`src/rtl/seg_pkg.sv`:
```
// Shared constants for the multiplexed seven-segment display driver:
// digit count, blank/off patterns and the active-low hex glyph table.
package seg_pkg;

  localparam int NUM_DIGITS = 8;

  localparam logic [6:0] SEG_BLANK = 7'h7F;
  localparam logic [7:0] AN_OFF    = 8'hFF;

  // Indexed by nibble value; bit0 = segment a ... bit6 = segment g, 0 = lit.
  localparam logic [6:0] HEX_SEG [16] = '{
    7'h40, 7'h79, 7'h24, 7'h30,
    7'h19, 7'h12, 7'h02, 7'h78,
    7'h00, 7'h10, 7'h08, 7'h03,
    7'h46, 7'h21, 7'h06, 7'h0E
  };

endpackage

```
`src/rtl/hex7seg.sv`:
```
// Combinational 4-bit to 7-segment (active-low) decoder driven by the
// shared glyph table.
module hex7seg
  import seg_pkg::*;
(
  input  logic [3:0] nib,
  output logic [6:0] seg
);

  assign seg = HEX_SEG[nib];

endmodule

```
`src/rtl/seg_display_driver.sv`:
```
// Multiplexed 8-digit hex display driver with frame-synchronous input
// snapshot, per-slot anode blanking gap and optional leading-zero blanking.
module seg_display_driver
  import seg_pkg::*;
#(
  parameter int REFRESH_DIV  = 100000,
  parameter int BLANK_CYCLES = 1000
) (
  input  logic        clk,
  input  logic        rst_n,
  input  logic [31:0] value_in,
  input  logic [14:0] pc_in,
  input  logic        show_pc,
  input  logic        blank_lz,
  output logic [6:0]  seg_n,
  output logic        dp_n,
  output logic [7:0]  an_n
);

  localparam int CNT_W = (REFRESH_DIV > 2) ? $clog2(REFRESH_DIV) : 1;
  localparam logic [CNT_W-1:0] CNT_LAST = CNT_W'(REFRESH_DIV - 1);
  localparam logic [31:0]      BLANK_U  = 32'(BLANK_CYCLES);
  localparam logic [2:0]       DIG_LAST = 3'(NUM_DIGITS - 1);

  logic [CNT_W-1:0] cnt;
  logic [2:0]       dig;
  logic [31:0]      shadow;
  logic             mode_q;
  logic             lz_q;

  logic             cnt_wrap;
  logic             frame_end;
  logic             in_gap;
  logic [3:0]       nib;
  logic [31:0]      upper;
  logic             lz_blank;
  logic [6:0]       seg_hex;

  logic [6:0]       seg_d;
  logic [7:0]       an_d;
  logic             dp_d;

  assign cnt_wrap  = (cnt == CNT_LAST);
  assign frame_end = cnt_wrap && (dig == DIG_LAST);
  assign in_gap    = (32'(cnt) < BLANK_U);

  always_ff @(posedge clk or negedge rst_n) begin
    if (!rst_n) begin
      cnt <= '0;
      dig <= '0;
    end else if (cnt_wrap) begin
      cnt <= '0;
      dig <= dig + 3'd1;
    end else begin
      cnt <= cnt + CNT_W'(1);
    end
  end

  // Inputs are captured only on the last cycle of digit 7 so a frame never tears.
  always_ff @(posedge clk or negedge rst_n) begin
    if (!rst_n) begin
      shadow <= '0;
      mode_q <= 1'b0;
      lz_q   <= 1'b0;
    end else if (frame_end) begin
      shadow <= show_pc ? {17'b0, pc_in} : value_in;
      mode_q <= show_pc;
      lz_q   <= blank_lz;
    end
  end

  assign nib      = shadow[{dig, 2'b00} +: 4];
  assign upper    = shadow >> {dig, 2'b00};
  // Digit 0 is exempt so an all-zero word still shows a single "0".
  assign lz_blank = lz_q && (dig != 3'd0) && (upper == 32'd0);

  hex7seg u_hex7seg (
    .nib (nib),
    .seg (seg_hex)
  );

  always_comb begin
    seg_d = SEG_BLANK;
    an_d  = AN_OFF;
    dp_d  = 1'b1;
    if (!in_gap) begin
      an_d  = ~(8'b1 << dig);
      seg_d = lz_blank ? SEG_BLANK : seg_hex;
      dp_d  = ~(mode_q && (dig == 3'd0));
    end
  end

  always_ff @(posedge clk or negedge rst_n) begin
    if (!rst_n) begin
      seg_n <= SEG_BLANK;
      an_n  <= AN_OFF;
      dp_n  <= 1'b1;
    end else begin
      seg_n <= seg_d;
      an_n  <= an_d;
      dp_n  <= dp_d;
    end
  end

endmodule

```
`config.mk`:
```
export PLATFORM = sky130hd
export DESIGN_NAME = seg_display_driver
export DESIGN_NICKNAME = d
export VERILOG_FILES = /design/src/rtl/seg_pkg.sv /design/src/rtl/hex7seg.sv /design/src/rtl/seg_display_driver.sv
export SDC_FILE = /design/constraint.sdc
export NUM_CORES = 1
export LEC_CHECK = 0
export ABC_AREA = 1
export BUFFER_PORTS_ARGS = -buffer_cell sky130_fd_sc_hd__buf_2
export CELL_PAD_IN_SITES_DETAIL_PLACEMENT = 1
export CELL_PAD_IN_SITES_GLOBAL_PLACEMENT = 1
export CORE_AREA = 2 2 109 111
export CTS_CLUSTER_DIAMETER = 40
export DETAILED_ROUTE_END_ITERATION = 7
export DIE_AREA = 0 0 111 113
export HOLD_SLACK_MARGIN = 0.02
export MAX_ROUTING_LAYER = met4
export PLACE_DENSITY = 0.86
export SYNTH_ARGS = -nofsm -noshare
export SYNTH_HDL_FRONTEND = slang
export SYNTH_HIERARCHICAL = 1
export SYNTH_SLANG_ARGS = --single-unit
```
`constraint.sdc`:
```
create_clock -name clk -period 1.7 [get_ports clk]
set_input_delay 0.51 -clock clk [delete_from_list [all_inputs] [get_ports clk]]
set_output_delay 0.51 -clock clk [all_outputs]
set_load 0.01 [all_outputs]
```
==> results of run 1 <==
==> critical path, delay by kind of cell (launching register included) <==
| kind | cells | cell delay, ns |
|---|---|---|
| buffers and inverters | 3 | 0.45 |
| AND/OR/NAND/NOR | 11 | 1.08 |
| flip-flops | 1 | 0.43 |
==> synthesized netlist by cell type (2+ instances only) <==
cell type	instances
nand3b_1	2
nand3_2	5
buf_2	8
buf_8	2
mux2i_1	15
buf_6	8
nor2_1	31
nor3_1	4
o211a_1	2
dfrtp_1	54
a21oi_1	7
o21ai_1	19
inv_1	52
nor2_4	2
nand2_1	158
dfstp_2	16
nand4_1	6
nand2_2	2
buf_4	3
nand3_1	66
o21ai_2	12
inv_2	3
ha_1	14
o21ai_0	17
xor2_1	3
==> final cells by class <==
cell class,count,area (µm²),area share (%)
repair inverters,3,57.56,0.9023
clock inverters,6,86.33,1.353
clock buffers,10,229.0,3.590
inverters,59,289.0,4.531
well taps,143,178.9,2.805
repair buffers,137,1127,17.67
multi-input cells,376,2638,41.35
flip-flops and latches,70,1773,27.80
==> flip-flops by register name, indices dropped and copies added, names as in the netlist <==
signal / flops
shadow: 32
cnt: 17
an_n: 8
seg_n: 7
dig: 3
dp_n: 1
lz_q: 1
mode_q: 1
==> cell usage in the layout, fill, tap and decap left out, drive strengths merged, types with 2 or more instances in the layout <==
cell | Yosys | routed
inv | 57 | 58
buf | 22 | 133
ha | 14 | 14
o211a | 2 | 2
nor3 | 5 | 5
nand4 | 6 | 6
bufinv | 0 | 2
dfstp | 16 | 16
nand3 | 71 | 71
clkbuf | 0 | 14
nand2 | 162 | 162
o21ai | 48 | 48
nand3b | 2 | 2
a21oi | 7 | 7
dfrtp | 54 | 54
clkinv | 2 | 7
nor2 | 34 | 34
mux2i | 15 | 15
xor2 | 3 | 3
==> through the flow <==
| step | TNS (ns) | instance area, µm² | cells | utilization, % | power, µW |
|---|---|---|---|---|---|
| finish | -4.709 | 6379 | 804 | 56.59 | 3896 |
| global route | -7.247 | 6379 | 804 | 56.59 | 4022 |
| CTS | -2.177 | 5608 | 785 | 49.75 | 3862 |
| detailed placement | -1.779 | 4873 | 752 | 43.23 | 1840 |
| global placement | -0.9093 | 4873 | 752 | 43.23 | 1834 |
| floorplan | -0.2027 | 4238 | 527 | - | 1735 |
==> routing by layer <==
layer  up-vias  share of wire, %  track usage, %
li1       1960                 -               -
met3        55               4.8           4.499
met1      2216                37           27.13
met2       179                54           42.70
met5         -                 0               -
met4         0               4.1           7.500
==> where the power goes <==
part	switching, µW	total (µW)	internal, µW
registers	0	1670	1670
clock network	783	2070	1280
logic	96.1	161	65.3
total	879	3900	3020
==> worst max path at each step <==
stage,end,startpoint,depth (start not counted),slack (ns)
2_1_floorplan,seg_n[3],dig[0],17,-0.04
6_report,seg_n[4],dig[0],14,-0.33
4_1_cts,seg_n[3],dig[0],14,-0.19
3_3_place_gp,seg_n[3],dig[0],11,-0.14
5_1_grt,seg_n[3],dig[0],15,-0.42
3_5_place_dp,seg_n[0],dig[0],15,-0.24
==> repair_timing <==
action,CTS,global route
gates cloned,3,8
hold endpoints to repair,0,0
endpoints found under the setup margin,29,48
resized for setup,47,141
setup buffers,14,14
pin swaps,16,27
==> cells by family (layout without fill, tap and decap cells) <==
family                   count (synthesis)  after routing  share of synthesized area, %
buffers and inverters                   81            215                         10.63
adder cells (fa/ha/maj)                 14             14                         4.167
XOR/XNOR                                 3              3                        0.6251
AND/OR/NAND/NOR                        283            283                         30.09
flip-flops                              70             70                         42.14
AO/OA/AOI/OAI                           61             61                         8.780
multiplexers                            15             15                         3.571
==> results.cfg, run 1 <==
[synth]
ys.flop_type = dfrtp_1
synth-edff-count = 0
synth_area_leaders = dfrtp_1, nand2_1, dfstp_2
synth-seq-area-share_pct = 42.14
syn_nets = 592
async_flop_share_pct = 100.0
synth_seq_cells = 70
syn_area_per_cell_um2 = 7.977
syn-cell-area_um2 = 4204
yosys_warnings = 6
synthCells = 527
yosys.area.top_type = dfrtp_1
ys_types = 41
netlist.area_leader.share_pct = 32.14

[cells_and_area]
area_growth_pct = 51.73
n_fill_cell = 1286
antenna_cells = 0
drive_above_1_share_pct = 48.56
nNetsFinal = 721

[floorplan]
fp-row-count = 39
die_w_um = 111
core_area_um2 = 11270
dieHeight_um = 113
die_area_um2 = 12540
pin_count = 67
start_util_pct = 37.30

[clocking]
cts_tree = yes
clkTransAtPathRegs_ns = 0.06
clock-sinks = 70
htreeDepth = 3
clockBufferDepth = 2
clockRootBuffer = clkbuf_16
clk_latency_ns = 0.34
holdBufCountCts = 0
numCtsBuffers = 9

[sta]
fin_crit_sh_pct = 119.2
holdWs_ns = 0.1671
max_freq_ghz = 0.4936
period_minus_slack_ns = 2.026
setup_viol = 41
fin_ws_ns = -0.3259
fin_skew_ns = 0.008579
rsz0062_at_grt = true
tightest_slew_ns = 0.4143
maxSlewHeadroom_pct = 72.38
hold_viol_final = 0
drv_slew = 0

[grt]
gr-usage-all-layers_pct = 23.85
gr-total-overflow = 0
grt_max_degree = 71
antenna_found_initial = 0
grt_pass1_vias = 4449
grt_pass1_wl_mm = 23.36

[worst_setup_path]
arrival_ns = 2.31
regToRegStartpoint = dig[0]
rr_endpoint = seg_n[4]
start_kind = register
cpMaxStageDelayCell = dfrtp_2
critPathMostFrequentCell = nand2_2
r2r_setup_slack_ns = -0.33
path_class = reg2reg
slowest_delay_ns = 0.43
cp_data_required_time_ns = 1.98
rr_worst_depth = 14
cp-end-kind = register
worstPathMaxFanout = 7
worstPathCellList = buf_12 > buf_12 > buf_4 > nor2_2 > nand2_1 > nand2_2 > nand2_1 > nand2_2 > nand2_2 > nand2_2 > nand2_2 > nor2_4 > nand3_4 > nand2_1

[status]
failed_checks = setup timing
status = complete, but fails checks

[detailed_routing]
avgViaCountPerCell = 5.485
drtPass1Iterations = 5
ant_nets = 0
vias = 4410
drc = 0
routed_wl_mm = 17.31
wl_per_cell_um = 21.53
first_iter_violations = 275

[job]
maxCapViolations = 0

[power_and_ir_drop]
p_leak_uw = 0.003032
ir_drop_mv = 0.4927
p_per_area_nw_per_um2 = 610.7

[placed_design]
dp_hpwl_mm = 8.271
post-place-ws_ns = -0.2364
io_buffers = 66
place_congestion = 0.8540

[min_path]
hold_class = in2async
Note: power is estimated with default switching activity, not from simulation.
==> inputs of run 2 (changes only) <==
--- a/config.mk
+++ b/config.mk
@@ -16,6 +16,7 @@
 export HOLD_SLACK_MARGIN = 0.02
 export MAX_ROUTING_LAYER = met4
 export PLACE_DENSITY = 0.86
+export SKIP_LAST_GASP = 1
 export SYNTH_ARGS = -nofsm -noshare
 export SYNTH_HDL_FRONTEND = slang
 export SYNTH_HIERARCHICAL = 1
==> results.cfg, run 2 (synthesis results as in run 1) <==
[sta]
hold_viol_final = 0
drv_slew = 0
setup_viol = 39
tightest_slew_ns = 0.4123
fin_crit_sh_pct = 121.2
maxSlewHeadroom_pct = 72.52
fin_ws_ns = -0.3606
tns_ns = -4.354
max_freq_ghz = 0.4853
period_minus_slack_ns = 2.061
fin_skew_ns = 0.007646
rsz0062_at_grt = true

[placed_design]
dp.cells = 752
dp_hpwl_mm = 8.271
place_congestion = 0.8540
io_buffers = 66

[status]
status = complete, but fails checks
failed_checks = setup timing

[power_and_ir_drop]
p_comb_share_pct = 4.1
pwr-share-clk_pct = 52.8
ir_drop_mv = 0.6553
swShare_pct = 22.16
seqPwrFrac_pct = 43.0
p_per_area_nw_per_um2 = 612.3
p_leak_uw = 0.003035
p_int_uw = 3016
p_switching_uw = 858.8

[detailed_routing]
ant_nets = 0
drtPass1Iterations = 5
routed_wl_mm = 17.14
vias = 4379
first_iter_violations = 224
wl_per_cell_um = 21.30
drc = 0
avgViaCountPerCell = 5.440

[worst_setup_path]
arrival_ns = 2.34
rr_endpoint = seg_n[4]
cp-end-kind = register
path_class = reg2reg
start_kind = register
cp_data_required_time_ns = 1.98
r2r_setup_slack_ns = -0.36
worstPathMaxFanout = 7
rr_worst_depth = 14
regToRegStartpoint = dig[0]

[floorplan]
pin_count = 67
dieHeight_um = 113
core_area_um2 = 11270
die_w_um = 111
start_util_pct = 37.30
fp-row-count = 39
die_area_um2 = 12540

[cells_and_area]
mostFrequentLayoutCell = nand2_1
reg_top3 = shadow (32), cnt (17), an_n (8)
largest_reg_flops = 32
finalNonFillerCells = 805
fin_util_pct = 56.14
area_growth_pct = 50.54
antenna_cells = 0
final_cell_mix = nand2_1, buf_2, dfrtp_1
nNetsFinal = 722
drive_above_1_share_pct = 47.43
largest_register = shadow

[grt]
top_usage_layer = met2
grt_pass1_vias = 4448
grtUsageMet2_pct = 42.74
grt_pass1_wl_mm = 23.34
met3_usage_pct = 4.499
grt_max_degree = 71
antenna_found_initial = 0
gr-total-overflow = 0
gr-usage-all-layers_pct = 23.83
grt_util_met1_pct = 27.06

[min_path]
hold_class = in2async

[clocking]
clkTransAtPathRegs_ns = 0.06
clockRootBuffer = clkbuf_16
clockBufferDepth = 2
htreeDepth = 3
cts_tree = yes
clk_latency_ns = 0.34
numCtsBuffers = 9
clock-sinks = 70

[job]
maxCapViolations = 0
-- run 2: cell count changes in the layout (fill, tap and decap cells not counted), sizes merged --
cell,before,now
buf,133,134
-- run 2: metrics by stage --
stage               worst slack [ns]  instance area [µm²]  total power, µW  hold slack (ns)
finish                       -0.3606                 6329             3875           0.1574
global route                 -0.4875                 6329             3994           0.1915
CTS                          -0.1920                 5605             3862           0.1998
detailed placement           -0.2364                 4873             1840           0.4605
global placement             -0.1365                 4873             1834           0.4436
floorplan                   -0.04026                 4238             1735           0.2144
-- run 2: worst max-delay path by stage --
stage                     startpoint       end  slack [ns]  cells after the start
after floorplan               dig[0]  seg_n[3]       -0.04                     17
after detailed placement      dig[0]  seg_n[0]       -0.24                     15
after CTS                     dig[0]  seg_n[3]       -0.19                     14
final                         dig[0]  seg_n[4]       -0.36                     14
after global routing          dig[0]  seg_n[4]       -0.49                     14
after global placement        dig[0]  seg_n[3]       -0.14                     11
-- run 2: repair_timing --
item,in CTS,in global routing
hold buffers,0,0
pin swaps,16,27
gates cloned,3,8
buffers inserted,14,14
gates resized for setup,46,126
endpoints found under the setup margin,29,48
-- run 2: critical path: stages (launching register included) --
cell and delay [ns]:
dfrtp_2 0.43, buf_6 0.15, buf_4 0.16, buf_4 0.17, nor2_1 0.15, nand2_1 0.09
nand2_1 0.11, nand2_1 0.09, nand2_2 0.12, nand2_4 0.06, nor2_4 0.08, nand3_2 0.07
nand2_2 0.10, nand3_4 0.12, nand2_1 0.10
-- run 2: area by class of cell --
cell class | instances | area (µm²)
repair inverters | 3 | 57.56
well taps | 143 | 178.9
clock inverters | 6 | 86.33
clock buffers | 10 | 229.0
repair buffers | 138 | 1131
fillers | 1274 | 4943
inverters | 59 | 289.0
multi-input cells | 376 | 2584
flip-flops and latches | 70 | 1773
-- run 2: power groups by stage --
| stage | logic (µW) | registers (µW) | clock network [µW] |
|---|---|---|---|
| 6_report | 160 | 1670 | 2050 |
| 5_1_grt | 175 | 1670 | 2150 |
| 4_1_cts | 142 | 1670 | 2050 |
| 3_5_place_dp | 143 | 1700 | 0 |
| 3_3_place_gp | 137 | 1700 | 0 |
| 2_1_floorplan | 37.7 | 1700 | 0 |
-- run 2: metal layers --
| layer | share of wire (%) | vias up |
|---|---|---|
| li1 | - | 1956 |
| met1 | 36 | 2179 |
| met2 | 54 | 174 |
| met3 | 4.8 | 70 |
| met4 | 4.6 | 0 |
| met5 | 0 | - |
==> inputs of run 3 (changes only) <==
--- a/config.mk
+++ b/config.mk
@@ -5,14 +5,13 @@
 export SDC_FILE = /design/constraint.sdc
 export NUM_CORES = 1
 export LEC_CHECK = 0
-export ABC_AREA = 1
 export BUFFER_PORTS_ARGS = -buffer_cell sky130_fd_sc_hd__buf_2
 export CELL_PAD_IN_SITES_DETAIL_PLACEMENT = 1
 export CELL_PAD_IN_SITES_GLOBAL_PLACEMENT = 1
-export CORE_AREA = 2 2 109 111
+export CORE_AREA = 2 2 104 106
 export CTS_CLUSTER_DIAMETER = 40
 export DETAILED_ROUTE_END_ITERATION = 7
-export DIE_AREA = 0 0 111 113
+export DIE_AREA = 0 0 106 108
 export HOLD_SLACK_MARGIN = 0.02
 export MAX_ROUTING_LAYER = met4
 export PLACE_DENSITY = 0.86
==> constraint.sdc (replaced) <==
create_clock -name clk -period 1.8 [get_ports clk]
set_input_delay 0.54 -clock clk [delete_from_list [all_inputs] [get_ports clk]]
set_output_delay 0.54 -clock clk [all_outputs]
set_load 0.01 [all_outputs]
==> results.cfg, run 3 <==
[worst_setup_path]
start_kind = register
arrival_ns = 2.74
worstPathMaxFanout = 4
path_class = reg2reg
cp-end-kind = register
cp_data_required_time_ns = 2.09

[clocking]
clk_latency_ns = 0.38
holdBufCountCts = 0
htreeDepth = 3
clockBufferDepth = 2
clockRootBuffer = clkbuf_8
numCtsBuffers = 9
clkTransAtPathRegs_ns = 0.09
clock-sinks = 70
cts_tree = yes

[synth]
synth_common_cells = nand2_1, dfrtp_1, o21ai_1
syn-cell-area_um2 = 3974
yosys.cell_count.top_type = nand2_1
ys.flop_type = dfrtp_1
synth-seq-area-share_pct = 44.58
synth_area_leaders = dfrtp_1, dfstp_2, mux2i_1
syn_area_per_cell_um2 = 10.06
ys_types = 54
yosys_warnings = 6
yosys.area.top_type = dfrtp_1
synth-edff-count = 0
netlist.area_leader.share_pct = 34.01
synth_seq_cells = 70
synthCells = 395
syn_nets = 460
async_flop_share_pct = 100.0

[grt]
antenna_found_initial = 0
grt_pass1_vias = 4220
grt_pass1_wl_mm = 22.43
gr-total-overflow = 0
gr-usage-all-layers_pct = 26.84
grt_max_degree = 34

[cells_and_area]
area_growth_pct = 43.51
reg_top3 = shadow (32), cnt (17), an_n (8)
mostFrequentLayoutCell = buf_4
nNetsFinal = 615
antenna_cells = 0
largest_register = shadow
fin_util_pct = 55.74
final_cell_mix = buf_4, buf_2, nand2_1, dfrtp_1, nor2_1
drive_above_1_share_pct = 44.68
largest_reg_flops = 32

[power_and_ir_drop]
ir_drop_mv = 0.3768
power_uw = 3102
p_per_area_nw_per_um2 = 544.0
p_leak_uw = 0.002610

[detailed_routing]
vias = 3744
drtPass1Iterations = 4
drc = 0
ant_nets = 0
first_iter_violations = 142
routed_wl_mm = 14.67
avgViaCountPerCell = 5.418
wl_per_cell_um = 21.22

[sta]
period_minus_slack_ns = 2.449
fin_crit_sh_pct = 136.1
fin_ws_ns = -0.6491
hold_viol_final = 0
tightest_slew_ns = 0.6912
setup_viol = 41
max_freq_ghz = 0.4083
rsz0062_at_grt = true
fin_skew_ns = 0.01507
drv_slew = 0
maxSlewHeadroom_pct = 53.92

[status]
status = complete, but fails checks
failed_checks = setup timing

[floorplan]
dieHeight_um = 108
start_util_pct = 38.84
core_area_um2 = 10230
fp-row-count = 37
die_w_um = 106
pin_count = 67
die_area_um2 = 11450

[min_path]
hold_class = in2async

[placed_design]
io_buffers = 66
dp_hpwl_mm = 8.713
place_congestion = 0.9318
post-place-ws_ns = -0.7055

[job]
maxCapViolations = 0
## run 3: cell count changes after synthesis, sizes merged, moves of 7 or more
cell	before	now
a32oi	0	7
buf	22	8
clkbuf	0	12
inv	57	16
mux2i	15	22
mux4	0	8
nand2	162	56
nand2b	0	18
nand3	71	8
nor4	1	8
o21ai	48	41
xnor2	0	9
## run 3: worst paths after layout
check / end / cells after the start / slack, ns / from
worst min-delay path: shadow[18] / 1 / 0.15 / rst_n
worst max-delay path: seg_n[3] / 9 / -0.65 / dig[0]
min in group clk: shadow[20] / 3 / 0.40 / value_in[20]
worst max register to register: seg_n[3] / 9 / -0.65 / dig[0]
worst min register to register: dp_n / 1 / 0.49 / mode_q
max in group asynchronous: an_n[5] / 2 / 1.02 / rst_n
## run 3: cell type report
| class | count | area, µm² |
|---|---|---|
| clock buffers | 11 | 141.4 |
| repair buffers | 163 | 1309 |
| fillers | 1143 | 4528 |
| inverters | 16 | 60.06 |
| well taps | 136 | 170.2 |
| clock inverters | 5 | 58.81 |
| flip-flops and latches | 70 | 1775 |
| multi-input cells | 290 | 2188 |
## run 3: critical path, cell delays in order, from the launching register on
cell	delay [ns]
dfrtp_2	0.47
mux4_1	0.64
nand2_1	0.16
nand2_4	0.09
inv_2	0.09
ha_1	0.16
inv_1	0.06
mux4_1	0.51
nor2_1	0.12
a32oi_1	0.07
## run 3: cell families after synthesis
kind of cell               synth area share [%]
adders and majority gates                 4.408
buffers and inverters                     4.502
and+or+nand+nor                           19.84
DFF                                       44.58
xor gates and xnor gates                  3.306
muxes                                     12.15
AOI/OAI and AO/OA                         11.21
## run 3: routing by layer
metal  vias to the layer above  wire length, µm  track usage [%]
li1                       1711                -                -
met1                      1851             5651            28.21
met2                       137             7807            47.19
met3                        45              542            3.918
met4                         0              665            17.76
met5                         -                0                -
## run 3: what timing repair did
item / in CTS / in global routing
cloned: 7 / 1
pin swaps: 7 / 2
gates resized for setup: 29 / 24
setup buffers: 15 / 6
hold endpoints to repair: 0 / 0
setup endpoints to repair: 42 / 47
## run 3: power breakdown
group / switching (µW) / internal [µW] / leakage (µW) / total (µW)
registers: 2.01 / 1580 / 0.000733 / 1580
logic: 82.2 / 74.1 / 0.00178 / 156
clock network: 690 / 678 / 0.0000955 / 1370
total: 774 / 2330 / 0.00261 / 3100
## run 3: metrics by stage
stage / hold slack [ns] / TNS [ns] / cell area [µm²] / instances
2_1_floorplan: 0.2444 / -2.889 / 4031 / 395
3_3_place_gp: 0.4466 / -3.220 / 4972 / 647
3_5_place_dp: 0.4548 / -5.628 / 4972 / 647
4_1_cts: 0.1494 / -11.80 / 5539 / 685
5_1_grt: 0.1708 / -13.96 / 5703 / 691
6_report: 0.1495 / -12.31 / 5703 / 691
